==> src/rtl/parity_pkg.sv <==
// Purpose: shared types and helpers for the parity serial transmitter.
// Latency: n/a (types, constants and a pure function only).
// Backpressure: n/a.
package parity_pkg;

  typedef enum logic [2:0] {
    IDLE,
    START,
    DATA,
    PARITY,
    STOP
  } tx_state_t;

  // Level driven on the line between frames and during the stop bit.
  localparam logic TX_IDLE_LEVEL = 1'b1;

  // Widest payload calc_parity accepts. Callers zero-extend into it; the
  // padding zeros leave the XOR reduction unchanged.
  localparam int PARITY_MAX_W = 64;

  // Even parity when odd == 0, odd parity when odd == 1.
  function automatic logic calc_parity(input logic [PARITY_MAX_W-1:0] data,
                                       input logic                    odd);
    return (^data) ^ odd;
  endfunction

endpackage

==> src/rtl/parity_baud_tick.sv <==
// Purpose: bit-period counter; tick marks the last clk cycle of each serial bit.
// Latency: tick is combinational from the count register (same cycle).
// Backpressure: none; clear holds the count at 0 for as long as it is high.
//
// Ports:
//   clk, reset_n : clock and async active-low reset
//   clear        : force the count back to 0 on the next edge
//   tick         : high while count == CLKS_PER_BIT-1; count reloads 0 after it
module parity_baud_tick #(
  parameter int CLKS_PER_BIT = 16
) (
  input  logic clk,
  input  logic reset_n,
  input  logic clear,
  output logic tick
);

  localparam int                CNT_W = $clog2(CLKS_PER_BIT);
  localparam logic [CNT_W-1:0]  LAST  = CNT_W'(CLKS_PER_BIT - 1);

  logic [CNT_W-1:0] cnt_q;

  always_ff @(posedge clk or negedge reset_n) begin
    if (!reset_n) begin
      cnt_q <= '0;
    end else if (clear || tick) begin
      cnt_q <= '0;
    end else begin
      cnt_q <= cnt_q + CNT_W'(1);
    end
  end

  assign tick = (cnt_q == LAST);

endmodule

==> src/rtl/parity_serial_tx.sv <==
// Purpose: accept a word over valid/ready and serialise start+data(LSB first)+parity+stop.
// Latency: first start-bit cycle follows accept; frame is (DATA_W+3)*CLKS_PER_BIT cycles.
// Backpressure: data_ready is high only in IDLE; data_valid elsewhere is ignored.
//
// Ports:
//   clk, reset_n : clock and async active-low reset (frame in flight is dropped)
//   data_in      : word to send, sampled on accept (data_valid && data_ready)
//   data_valid   : producer has data_in valid
//   data_ready   : block idle and able to accept
//   tx_out       : registered serial line, idle high
//   tx_busy      : high from the cycle after accept through the last stop cycle
//   frame_done   : one-cycle pulse on the last stop-bit cycle
//
// Build option: define PARITY_TX_ODD_EN for odd parity (default is even).
module parity_serial_tx
  import parity_pkg::*;
#(
  parameter int DATA_W       = 8,
  parameter int CLKS_PER_BIT = 16
) (
  input  logic              clk,
  input  logic              reset_n,
  input  logic [DATA_W-1:0] data_in,
  input  logic              data_valid,
  output logic              data_ready,
  output logic              tx_out,
  output logic              tx_busy,
  output logic              frame_done
);

  localparam int               BIT_W    = (DATA_W > 1) ? $clog2(DATA_W) : 1;
  localparam logic [BIT_W-1:0] LAST_BIT = BIT_W'(DATA_W - 1);

`ifdef PARITY_TX_ODD_EN
  localparam logic PARITY_ODD = 1'b1;
`else
  localparam logic PARITY_ODD = 1'b0;
`endif

  tx_state_t         state_q, state_d;
  logic [BIT_W-1:0]  bit_cnt_q, bit_cnt_d;
  logic [DATA_W-1:0] data_q, data_d;
  logic              parity_q, parity_d;
  logic              tx_q, tx_d;
  logic              accept;
  logic              baud_clr;
  logic              baud_tick;

  parity_baud_tick #(
    .CLKS_PER_BIT (CLKS_PER_BIT)
  ) u_baud (
    .clk     (clk),
    .reset_n (reset_n),
    .clear   (baud_clr),
    .tick    (baud_tick)
  );

  assign accept = data_valid && data_ready;
  assign tx_out = tx_q;

  // State register. tx_q is loaded from the level the line must carry in the
  // upcoming cycle, so the pad sees a flop output with no extra cycle of lag.
  always_ff @(posedge clk or negedge reset_n) begin
    if (!reset_n) begin
      state_q   <= IDLE;
      bit_cnt_q <= '0;
      data_q    <= '0;
      parity_q  <= 1'b0;
      tx_q      <= TX_IDLE_LEVEL;
    end else begin
      state_q   <= state_d;
      bit_cnt_q <= bit_cnt_d;
      data_q    <= data_d;
      parity_q  <= parity_d;
      tx_q      <= tx_d;
    end
  end

  // Next-state logic. Every bit boundary coincides with baud_tick, and the
  // baud counter reloads on tick, so it restarts at 0 for each new bit.
  always_comb begin
    state_d   = state_q;
    bit_cnt_d = bit_cnt_q;
    data_d    = data_q;
    parity_d  = parity_q;
    case (state_q)
      IDLE: begin
        if (accept) begin
          state_d   = START;
          bit_cnt_d = '0;
          data_d    = data_in;
          parity_d  = calc_parity(PARITY_MAX_W'(data_in), PARITY_ODD);
        end
      end
      START: begin
        if (baud_tick) begin
          state_d   = DATA;
          bit_cnt_d = '0;
        end
      end
      DATA: begin
        if (baud_tick) begin
          if (bit_cnt_q == LAST_BIT) begin
            state_d = PARITY;
          end else begin
            bit_cnt_d = bit_cnt_q + BIT_W'(1);
          end
        end
      end
      PARITY: begin
        if (baud_tick) begin
          state_d = STOP;
        end
      end
      STOP: begin
        if (baud_tick) begin
          state_d = IDLE;
        end
      end
      default: begin
        state_d = IDLE;
      end
    endcase
  end

  // Outputs. Handshake/status decode from the current state; the line level
  // is decoded from the next state so tx_q lines up with state_q.
  always_comb begin
    data_ready = (state_q == IDLE);
    tx_busy    = (state_q != IDLE);
    frame_done = (state_q == STOP) && baud_tick;
    baud_clr   = (state_q == IDLE);
    tx_d       = TX_IDLE_LEVEL;
    case (state_d)
      IDLE:    tx_d = TX_IDLE_LEVEL;
      START:   tx_d = ~TX_IDLE_LEVEL;
      DATA:    tx_d = data_d[bit_cnt_d];
      PARITY:  tx_d = parity_d;
      STOP:    tx_d = TX_IDLE_LEVEL;
      default: tx_d = TX_IDLE_LEVEL;
    endcase
  end

endmodule

==> config.mk <==
export PLATFORM = sky130hd
export DESIGN_NAME = parity_serial_tx
export DESIGN_NICKNAME = d
export VERILOG_FILES = /design/src/rtl/parity_pkg.sv /design/src/rtl/parity_baud_tick.sv /design/src/rtl/parity_serial_tx.sv
export SDC_FILE = /design/constraint.sdc
export NUM_CORES = 1
export LEC_CHECK = 0
export ABC_AREA = 1
export CAP_MARGIN = 20
export CORE_MARGIN = 2
export CORE_UTILIZATION = 40
export CTS_BUF_LIST = sky130_fd_sc_hd__clkbuf_4
export CTS_CLUSTER_SIZE = 14
export DETAILED_ROUTE_END_ITERATION = 6
export DONT_BUFFER_PORTS = 1
export MAX_ROUTING_LAYER = met4
export SLEW_MARGIN = 30
export SYNTH_ARGS = -nofsm -noshare
export SYNTH_HDL_FRONTEND = slang
export SYNTH_SLANG_ARGS = --single-unit
==> constraint.sdc <==
create_clock -name clk -period 2.4 [get_ports clk]
set_input_delay 0.36 -clock clk [delete_from_list [all_inputs] [get_ports clk]]
set_output_delay 0.36 -clock clk [all_outputs]
set_load 0.02 [all_outputs]
==> flow_metrics.env, run 1 <==
export IMPL_hold_viol_final=19
export IMPL_wl_microns=2560
export IMPL_arrival_ps=1470
export IMPL_p_int_w=0.000427
export IMPL_hold_buffers=1
export IMPL_grt_max_degree=21
export IMPL_clkSinkCount=20
export IMPL_register_area_sq_um=502
export IMPL_synthCells=165
export IMPL_cts_resized=0
export IMPL_violations="hold timing"
export IMPL_ant_nets=0
export IMPL_final_common_cell="nand2_1"
export IMPL_skew_ps=1.12
export IMPL_overflow=0
export IMPL_power_density_nw_per_um2=409
export IMPL_vdd_drop_max_mv=0.219
export IMPL_path_max_fanout=8
export IMPL_final_cell_mix="nand2_1, inv_1, nand3_1"
export IMPL_grt_pass1_wl_microns=4350
export IMPL_yosys_register_bits=20
export IMPL_cts_tree="yes"
export IMPL_place_gp_congestion=0.920
export IMPL_setup_viol_count_final=0
export IMPL_nets=184
export IMPL_fp_coreArea_sq_um=3030
export IMPL_avgSynthCellArea_sq_um=7.71
export IMPL_p_clk_frac=0.329
export IMPL_dieArea_sq_um=3650
export IMPL_drt_vias_per_instance=4.76
export IMPL_clock_fmax_ghz=0.545
export IMPL_route_detailed_drc=0
export IMPL_multi_input_area_sq_um=639
export IMPL_firstDrtPassIters=4
export IMPL_layout_min_cycle_time_ps=1830
export IMPL_holdWs_ps=-13.3
export IMPL_slew_headroom=0.693
export IMPL_cts_inserted_buffers=3
export IMPL_timing_max_cap_violations=0
export IMPL_netSwitchingFraction=0.232
export IMPL_required_ps=2040
export IMPL_track_usage=0.164
export IMPL_min_period_over_period=0.764
export IMPL_vias=1018
export IMPL_clockBufferDepth=2
export IMPL_clock_latency_ps=300
export IMPL_dp_hpwl_microns=1990
export IMPL_final_area_sq_um=1360
export IMPL_pin_count=15
export IMPL_yosys_warnings=0
export IMPL_final_max_slew_viol_count=0
export IMPL_worst_slew_pin_slew_ps=461
export IMPL_rsz0062_at_grt="false"
export IMPL_power_total_w=0.000556
export IMPL_wl_per_cell_microns=12.0
export IMPL_ctsRootBufferMaster="clkbuf_4"
export IMPL_synth_distinct_cells=31
export IMPL_path_class="flop to output port"
export IMPL_start_util=0.420
export IMPL_syn_area_sq_um=1270
export IMPL_place_inst=209
export IMPL_power_switching_w=0.000129
export IMPL_drive_gt1_frac=0.141
export IMPL_area_delta_synth_final_pct=6.78
export IMPL_die_y_microns=60.4
export IMPL_grt_pass1_vias=1017
export IMPL_p_leak_nw=0.715
export IMPL_fillers=303
export IMPL_status="complete, but fails checks"
export IMPL_cts_setup_buffers=0
export IMPL_cp_end_kind="output port"
export IMPL_antennaDiodeCount=0
export IMPL_postSynthNetCount=178
export IMPL_hp_class="primary input to asynchronous set/reset pin"
export IMPL_path_clk_slew_ps=110
export IMPL_htree_levels=1
export IMPL_drtIter0Drc=78
export IMPL_placed_area_sq_um=1320
export IMPL_port_buffers=0
export IMPL_rows=20
export IMPL_antenna_found_initial=0
export IMPL_die_w_microns=60.4
export IMPL_fin_cells=214
export IMPL_synth_seq_area_share=0.394
export IMPL_pwr_share_seq=0.606
export IMPL_comb_power_share=0.065
export IMPL_startpoint_type="flop"
export IMPL_setup_tns_ps=0
final cells by class:
cell class              count  share of cell area
clock buffers               4              0.0221
inverters                  32              0.0884
multi-input cells         112               0.471
flip-flops and latches     20               0.369
well taps                  44              0.0405
repair buffers              2             0.00921
stage by stage:
step	utilization	worst slack, ps
3_3_place_gp	0.437	739
5_1_grt	0.449	462
3_5_place_dp	0.437	694
4_1_cts	0.450	550
6_report	0.449	566
2_1_floorplan	-	715
kinds of logic after synthesis:
group | share of synthesized area
AND/OR/NAND/NOR | 0.356
flip-flops | 0.394
adder cells (fa/ha/maj) | 0.0197
AO/OA/AOI/OAI | 0.0649
XOR/XNOR | 0.0619
buffers and inverters | 0.103
Yosys cell counts, drive strengths merged:
| cell | number | area (sq um) |
|---|---|---|
| xnor2 | 5 | 43.8 |
| buf | 1 | 11.3 |
| nand2 | 46 | 178 |
| nor3 | 1 | 10.0 |
| ha | 2 | 25.0 |
| o21ai | 8 | 51.3 |
| dfrtp | 19 | 475 |
| a21oi | 2 | 10.0 |
| nor2 | 8 | 47.6 |
| or2 | 3 | 18.8 |
| xor2 | 4 | 35.0 |
| a21boi | 1 | 7.51 |
| o211ai | 1 | 7.51 |
| a31oi | 1 | 6.26 |
| nand3 | 25 | 165 |
| nor4 | 1 | 6.26 |
| dfstp | 1 | 26.3 |
| nand3b | 1 | 7.51 |
| nor3b | 1 | 7.51 |
| inv | 32 | 120 |
| nand4 | 2 | 12.5 |
power groups by stage:
stage                     clock, W  sequential (W)  combinational (W)
after floorplan                  0        0.000343          0.0000245
after global placement           0        0.000343          0.0000277
after detailed placement         0        0.000343          0.0000289
after CTS                 0.000189        0.000337          0.0000373
after global routing      0.000202        0.000337          0.0000408
final                     0.000183        0.000337          0.0000360
critical path: stages, from the launching register on:
cell and delay (ps):
dfrtp_1 390, ha_1 240, nand3_4 140, nor4_1 210
buf_4 190
state kept, by name, indices dropped and copies added (netlist names):
name	cells
tx_out	1
state_q	3
data_q	8
u_baud.cnt_q	4
parity_q	1
bit_cnt_q	3
metal layers:
layer,global-route usage,share of wire,vias to the layer above
met3,0.0256,0.050,2
met5,-,0,-
met1,0.219,0.49,463
li1,-,-,528
met4,0.0603,0.0086,0
met2,0.252,0.45,25
path summary, 6_finish.rpt:
check	from	to	slack [ps]	depth (start not counted)
max	u_baud.cnt_q[0]	frame_done	570	4
min	reset_n	u_baud.cnt_q[2]	-10	1
max reg2reg	state_q[1]	tx_out	660	8
min reg2reg	u_baud.cnt_q[0]	u_baud.cnt_q[0]	470	1
max in group asynchronous	reset_n	tx_out	2070	1
min in group clk	data_in[0]	data_q[0]	180	2
Power figures use the tool's default switching activity.
==> run 2, diff against run 1 <==
==> constraint.sdc (replaced) <==
create_clock -name clk -period 1.79 [get_ports clk]
set_input_delay 0.2685 -clock clk [delete_from_list [all_inputs] [get_ports clk]]
set_output_delay 0.2685 -clock clk [all_outputs]
set_load 0.02 [all_outputs]
==> run 2 against run 1 <==
The run now ends clean. First-iteration DRC count decreased by 33%. Highest routed layer unchanged. Critical endpoint unchanged. Largest cell class unchanged. Wire length grew 4.4%. Register-to-register slack got worse by 530 ps.
==> flow_metrics.env, run 2 (synthesis gave the netlist of run 1 again) <==
export IMPL_status="completed"
export IMPL_hold_end="data_q[7]"
export IMPL_setup_viol_count_final=0
export IMPL_min_path_cells=2
export IMPL_worst_slew_pin_slew_ps=455
export IMPL_power_density_nw_per_um2=515
export IMPL_path_class="flop to output port"
export IMPL_grt_pass1_vias=1016
export IMPL_grtUsageMet2=0.266
export IMPL_timing_max_cap_violations=0
export IMPL_path_buf_inv=1
export IMPL_clock_latency_ps=300
export IMPL_grt_max_degree=21
export IMPL_worstReg2RegStart="bit_cnt_q[0]"
export IMPL_route_detailed_drc=0
export IMPL_path_delay_family="flip-flops"
export IMPL_final_common_cell="nand2_1"
export IMPL_p_leak_nw=0.732
export IMPL_rr_endpoint="tx_out"
export IMPL_clock_fmax_ghz=0.598
export IMPL_min_period_over_period=0.934
export IMPL_cts_tree="yes"
export IMPL_drive_gt1_frac=0.171
export IMPL_final_cell_mix="nand2_1, inv_1, nand3_1"
export IMPL_wl_per_cell_microns=12.2
export IMPL_r2r_cells=12
export IMPL_ctsRootBufferMaster="clkbuf_4"
export IMPL_rows=20
export IMPL_layout_min_cycle_time_ps=1670
export IMPL_start_util=0.420
export IMPL_vias=1043
export IMPL_grt_pass1_wl_microns=4310
export IMPL_hold_viol_final=0
export IMPL_die_w_microns=60.4
export IMPL_min_from="data_in[7]"
export IMPL_top_register="data_q"
export IMPL_hp_class="primary input to flop"
export IMPL_antenna_found_initial=0
export IMPL_dieArea_sq_um=3650
export IMPL_drt_vias_per_instance=4.76
export IMPL_pin_count=15
export IMPL_ant_nets=0
export IMPL_antennaDiodeCount=0
export IMPL_cts_inserted_buffers=3
export IMPL_path_clk_slew_ps=110
export IMPL_place_gp_congestion=0.913
export IMPL_overflow=0
export IMPL_startpoint_type="flop"
export IMPL_largest_reg_flops=8
export IMPL_port_buffers=0
export IMPL_setup_tns_ps=0
export IMPL_dp_hpwl_microns=2050
export IMPL_cpPeakStageDelay_ps=420
export IMPL_vdd_drop_max_mv=0.279
export IMPL_nets=189
export IMPL_clockBufferDepth=2
export IMPL_fp_coreArea_sq_um=3030
export IMPL_busiest_layer="met2"
export IMPL_rsz0062_at_grt="false"
export IMPL_firstDrtPassIters=4
export IMPL_path_max_fanout=8
export IMPL_grt_use_met3=0.0235
export IMPL_clkSinkCount=20
export IMPL_slew_headroom=0.696
export IMPL_die_y_microns=60.4
export IMPL_track_usage=0.168
export IMPL_reg2reg_setup_slack_ps=130
export IMPL_grt_util_met1=0.205
export IMPL_arrival_ps=1400
export IMPL_slowest_stage="dfrtp_1"
export IMPL_htree_levels=1
export IMPL_wl_microns=2670
export IMPL_cp_end_kind="output port"
export IMPL_drtIter0Drc=52
export IMPL_largestRegisters="data_q: 8 flops, u_baud.cnt_q: 4 flops"
export IMPL_area_delta_synth_final_pct=10.8
export IMPL_skew_ps=1.24
export IMPL_final_max_slew_viol_count=0
export IMPL_required_ps=1520
export IMPL_path_cells="ha_4 > nand3_4 > nor4_1 > buf_4"
export IMPL_holdWs_ps=85.4
==> run 2: cell types whose count changed in the layout (fill, tap and decap cells not counted), sizes merged <==
cell and change:
dlygate4sd3 +1, buf +4, clkinv +1, clkbuf -1
==> run 2: how the worst max path moves through the flow <==
stage | to | cells after the start | slack (ps) | from
2_1_floorplan | frame_done | 3 | 200 | u_baud.cnt_q[0]
3_3_place_gp | tx_out | 9 | 130 | state_q[1]
3_5_place_dp | tx_out | 9 | 70 | state_q[1]
4_1_cts | tx_out | 9 | 40 | state_q[1]
5_1_grt | tx_out | 12 | 2 | bit_cnt_q[0]
6_report | frame_done | 4 | 120 | u_baud.cnt_q[0]
==> run 2: per-layer routing <==
layer,up-vias,part of all wire
met4,0,0.024
met5,-,0
li1,541,-
met1,480,0.46
met2,16,0.48
met3,6,0.037
==> run 2: power by group <==
group	switching, W	internal (W)
registers	0	0.000452
clock network	0.000143	0.0000814
logic	0.0000297	0.0000205
total	0.000173	0.000554
==> run 2: through the flow <==
stage	utilization	instance area, sq um	total power, W	instances	setup WS, ps
2_1_floorplan	-	1270	0.000493	165	197
6_report	0.466	1410	0.000727	219	118
3_3_place_gp	0.437	1320	0.000498	209	128
3_5_place_dp	0.437	1320	0.000500	209	74.8
5_1_grt	0.466	1410	0.000763	219	2.36
4_1_cts	0.449	1360	0.000735	214	41.5
==> run 2: timing repair <==
item	in CTS	in global routing
setup endpoints to repair	0	3
setup buffers	0	4
hold endpoints to repair	20	19
gates resized for setup	0	6
hold buffers	1	1
==> run 2: area by class of cell <==
| type | count | area, sq um |
|---|---|---|
| fillers | 326 | 1620 |
| inverters | 32 | 120 |
| clock inverters | 1 | 3.75 |
| flip-flops and latches | 20 | 502 |
| well taps | 44 | 55.1 |
| repair buffers | 7 | 52.6 |
| multi-input cells | 112 | 654 |
| clock buffers | 3 | 22.5 |
==> run 3, diff against run 2 <==
--- a/config.mk
+++ b/config.mk
@@ -7,7 +7,6 @@
 export LEC_CHECK = 0
 export ABC_AREA = 1
 export CAP_MARGIN = 20
-export CORE_MARGIN = 2
 export CORE_UTILIZATION = 40
 export CTS_BUF_LIST = sky130_fd_sc_hd__clkbuf_4
 export CTS_CLUSTER_SIZE = 14
==> run 3 against run 2 <==
Core utilization rose by 0.50 points. Wire length fell by 2.1%. Via count rose by 0.38%. Power rose by 2.7%. Register-to-register slack improved by 20 ps. Sequential cell count did not move. Non-clock buffer count rose by 3. Largest cell class unchanged. Design area rose by 1.1%. Hold slack got worse by 0.96 ps. Critical endpoint is now data_ready. Sequential power barely moved. Clock power rose by 8%. Global-route usage rose by 0.46 points.
==> flow_metrics.env, run 3 (synthesis gave the netlist of run 1 again) <==
export IMPL_final_max_slew_viol_count=0
export IMPL_antenna_found_initial=0
export IMPL_drt_vias_per_instance=4.72
export IMPL_hold_viol_final=0
export IMPL_slew_headroom=0.695
export IMPL_register_area_sq_um=503
export IMPL_vdd_drop_max_mv=0.195
export IMPL_required_ps=1520
export IMPL_holdWs_ps=84.4
export IMPL_clock_latency_ps=300
export IMPL_arrival_ps=1440
export IMPL_grt_pass1_wl_microns=4340
export IMPL_final_common_cell="nand2_1"
export IMPL_route_detailed_drc=0
export IMPL_firstDrtPassIters=4
export IMPL_ant_nets=0
export IMPL_grt_max_degree=21
export IMPL_p_leak_nw=0.748
export IMPL_power_total_w=0.000746
export IMPL_status="completed"
export IMPL_htree_levels=1
export IMPL_dp_hpwl_microns=1960
export IMPL_place_gp_congestion=0.945
export IMPL_overflow=0
export IMPL_path_class="flop to output port"
export IMPL_nets=192
export IMPL_wl_per_cell_microns=11.8
export IMPL_rows=20
export IMPL_drive_gt1_frac=0.185
export IMPL_power_density_nw_per_um2=524
export IMPL_fp_coreArea_sq_um=3030
export IMPL_layout_min_cycle_time_ps=1710
export IMPL_wl_microns=2620
export IMPL_ctsRootBufferMaster="clkbuf_4"
export IMPL_hp_class="primary input to flop"
export IMPL_worst_slew_pin_slew_ps=458
export IMPL_clockBufferDepth=2
export IMPL_timing_max_cap_violations=0
export IMPL_port_buffers=0
export IMPL_top_register="data_q"
export IMPL_clkSinkCount=20
export IMPL_skew_ps=3.14
export IMPL_largestRegisters="data_q: 8 flops, u_baud.cnt_q: 4 flops"
export IMPL_setup_tns_ps=0
export IMPL_die_y_microns=58.4
export IMPL_track_usage=0.173
export IMPL_path_max_fanout=6
export IMPL_min_period_over_period=0.956
export IMPL_fillers=306
export IMPL_start_util=0.420
export IMPL_setup_viol_count_final=0
export IMPL_die_w_microns=58.4
export IMPL_drtIter0Drc=101
export IMPL_multi_input_area_sq_um=642
export IMPL_area_delta_synth_final_pct=12.0
export IMPL_vias=1047
export IMPL_dieArea_sq_um=3410
export IMPL_antennaDiodeCount=0
export IMPL_pin_count=15
export IMPL_cp_end_kind="output port"
export IMPL_cts_tree="yes"
export IMPL_grt_pass1_vias=930
export IMPL_largest_reg_flops=8
export IMPL_clock_fmax_ghz=0.584
export IMPL_reg2reg_setup_slack_ps=150
export IMPL_cts_inserted_buffers=3
export IMPL_final_cell_mix="nand2_1, inv_1, nand3_1"
export IMPL_path_clk_slew_ps=110
export IMPL_startpoint_type="flop"
## run 3: cell types whose count changed in the layout (fill, tap and decap cells not counted), sizes merged
cell,previous run,this run
buf,6,9
clkinv,1,0
clkbuf,3,4
## run 3: area by class of cell
cell class                 count  area share
clock buffer                   4      0.0211
inverter                      32      0.0843
multi-input combinational    112       0.450
sequential                    20       0.353
tap                           44      0.0386
timing repair buffer          10      0.0527
## run 3: repair_timing
| action | 4_1_cts | 5_1_grt |
|---|---|---|
| hold buffers | 1 | 1 |
| resized for setup | 0 | 2 |
| hold endpoints to repair | 20 | 19 |
| endpoints found under the setup margin | 0 | 2 |
| setup buffers | 0 | 7 |
## run 3: layer usage
metal / share of wire / vias to the layer above / track usage
li1: - / 542 / -
met1: 0.50 / 481 / 0.237
met2: 0.46 / 20 / 0.263
met3: 0.030 / 4 / 0.0242
met4: 0.012 / 0 / 0.0612
met5: 0 / - / -
## run 3: final timing paths
check,to,cells after the start,startpoint
worst max register to register,tx_out,12,bit_cnt_q[0]
min in group asynchronous,u_baud.cnt_q[2],2,reset_n
worst min-delay path,data_q[7],2,data_in[7]
worst min register to register,u_baud.cnt_q[0],2,u_baud.cnt_q[0]
max in group asynchronous,tx_out,2,reset_n
worst max-delay path,data_ready,3,state_q[0]
## run 3: worst max-delay path, stage by stage (launching register included)
cell	delay, ps
dfrtp_1	490
nor2_4	190
nand2_1	220
inv_1	240
## run 3: report_power, final
part	switching [W]	internal [W]	total (W)	leakage (nW)
clock network	0.000142	0.000102	0.000244	0.0184
logic	0.0000300	0.0000205	0.0000505	0.505
registers	0	0.000452	0.000452	0.225
total	0.000172	0.000574	0.000746	0.748
## run 3: through the flow
step / setup WS [ps] / cell area [sq um] / util / cells
final: 78.5 / 1430 / 0.471 / 222
after global routing: -5.13 / 1430 / 0.471 / 222
after CTS: 34.3 / 1360 / 0.450 / 214
after detailed placement: 115 / 1320 / 0.437 / 209
after global placement: 125 / 1320 / 0.437 / 209
after floorplan: 197 / 1270 / - / 165
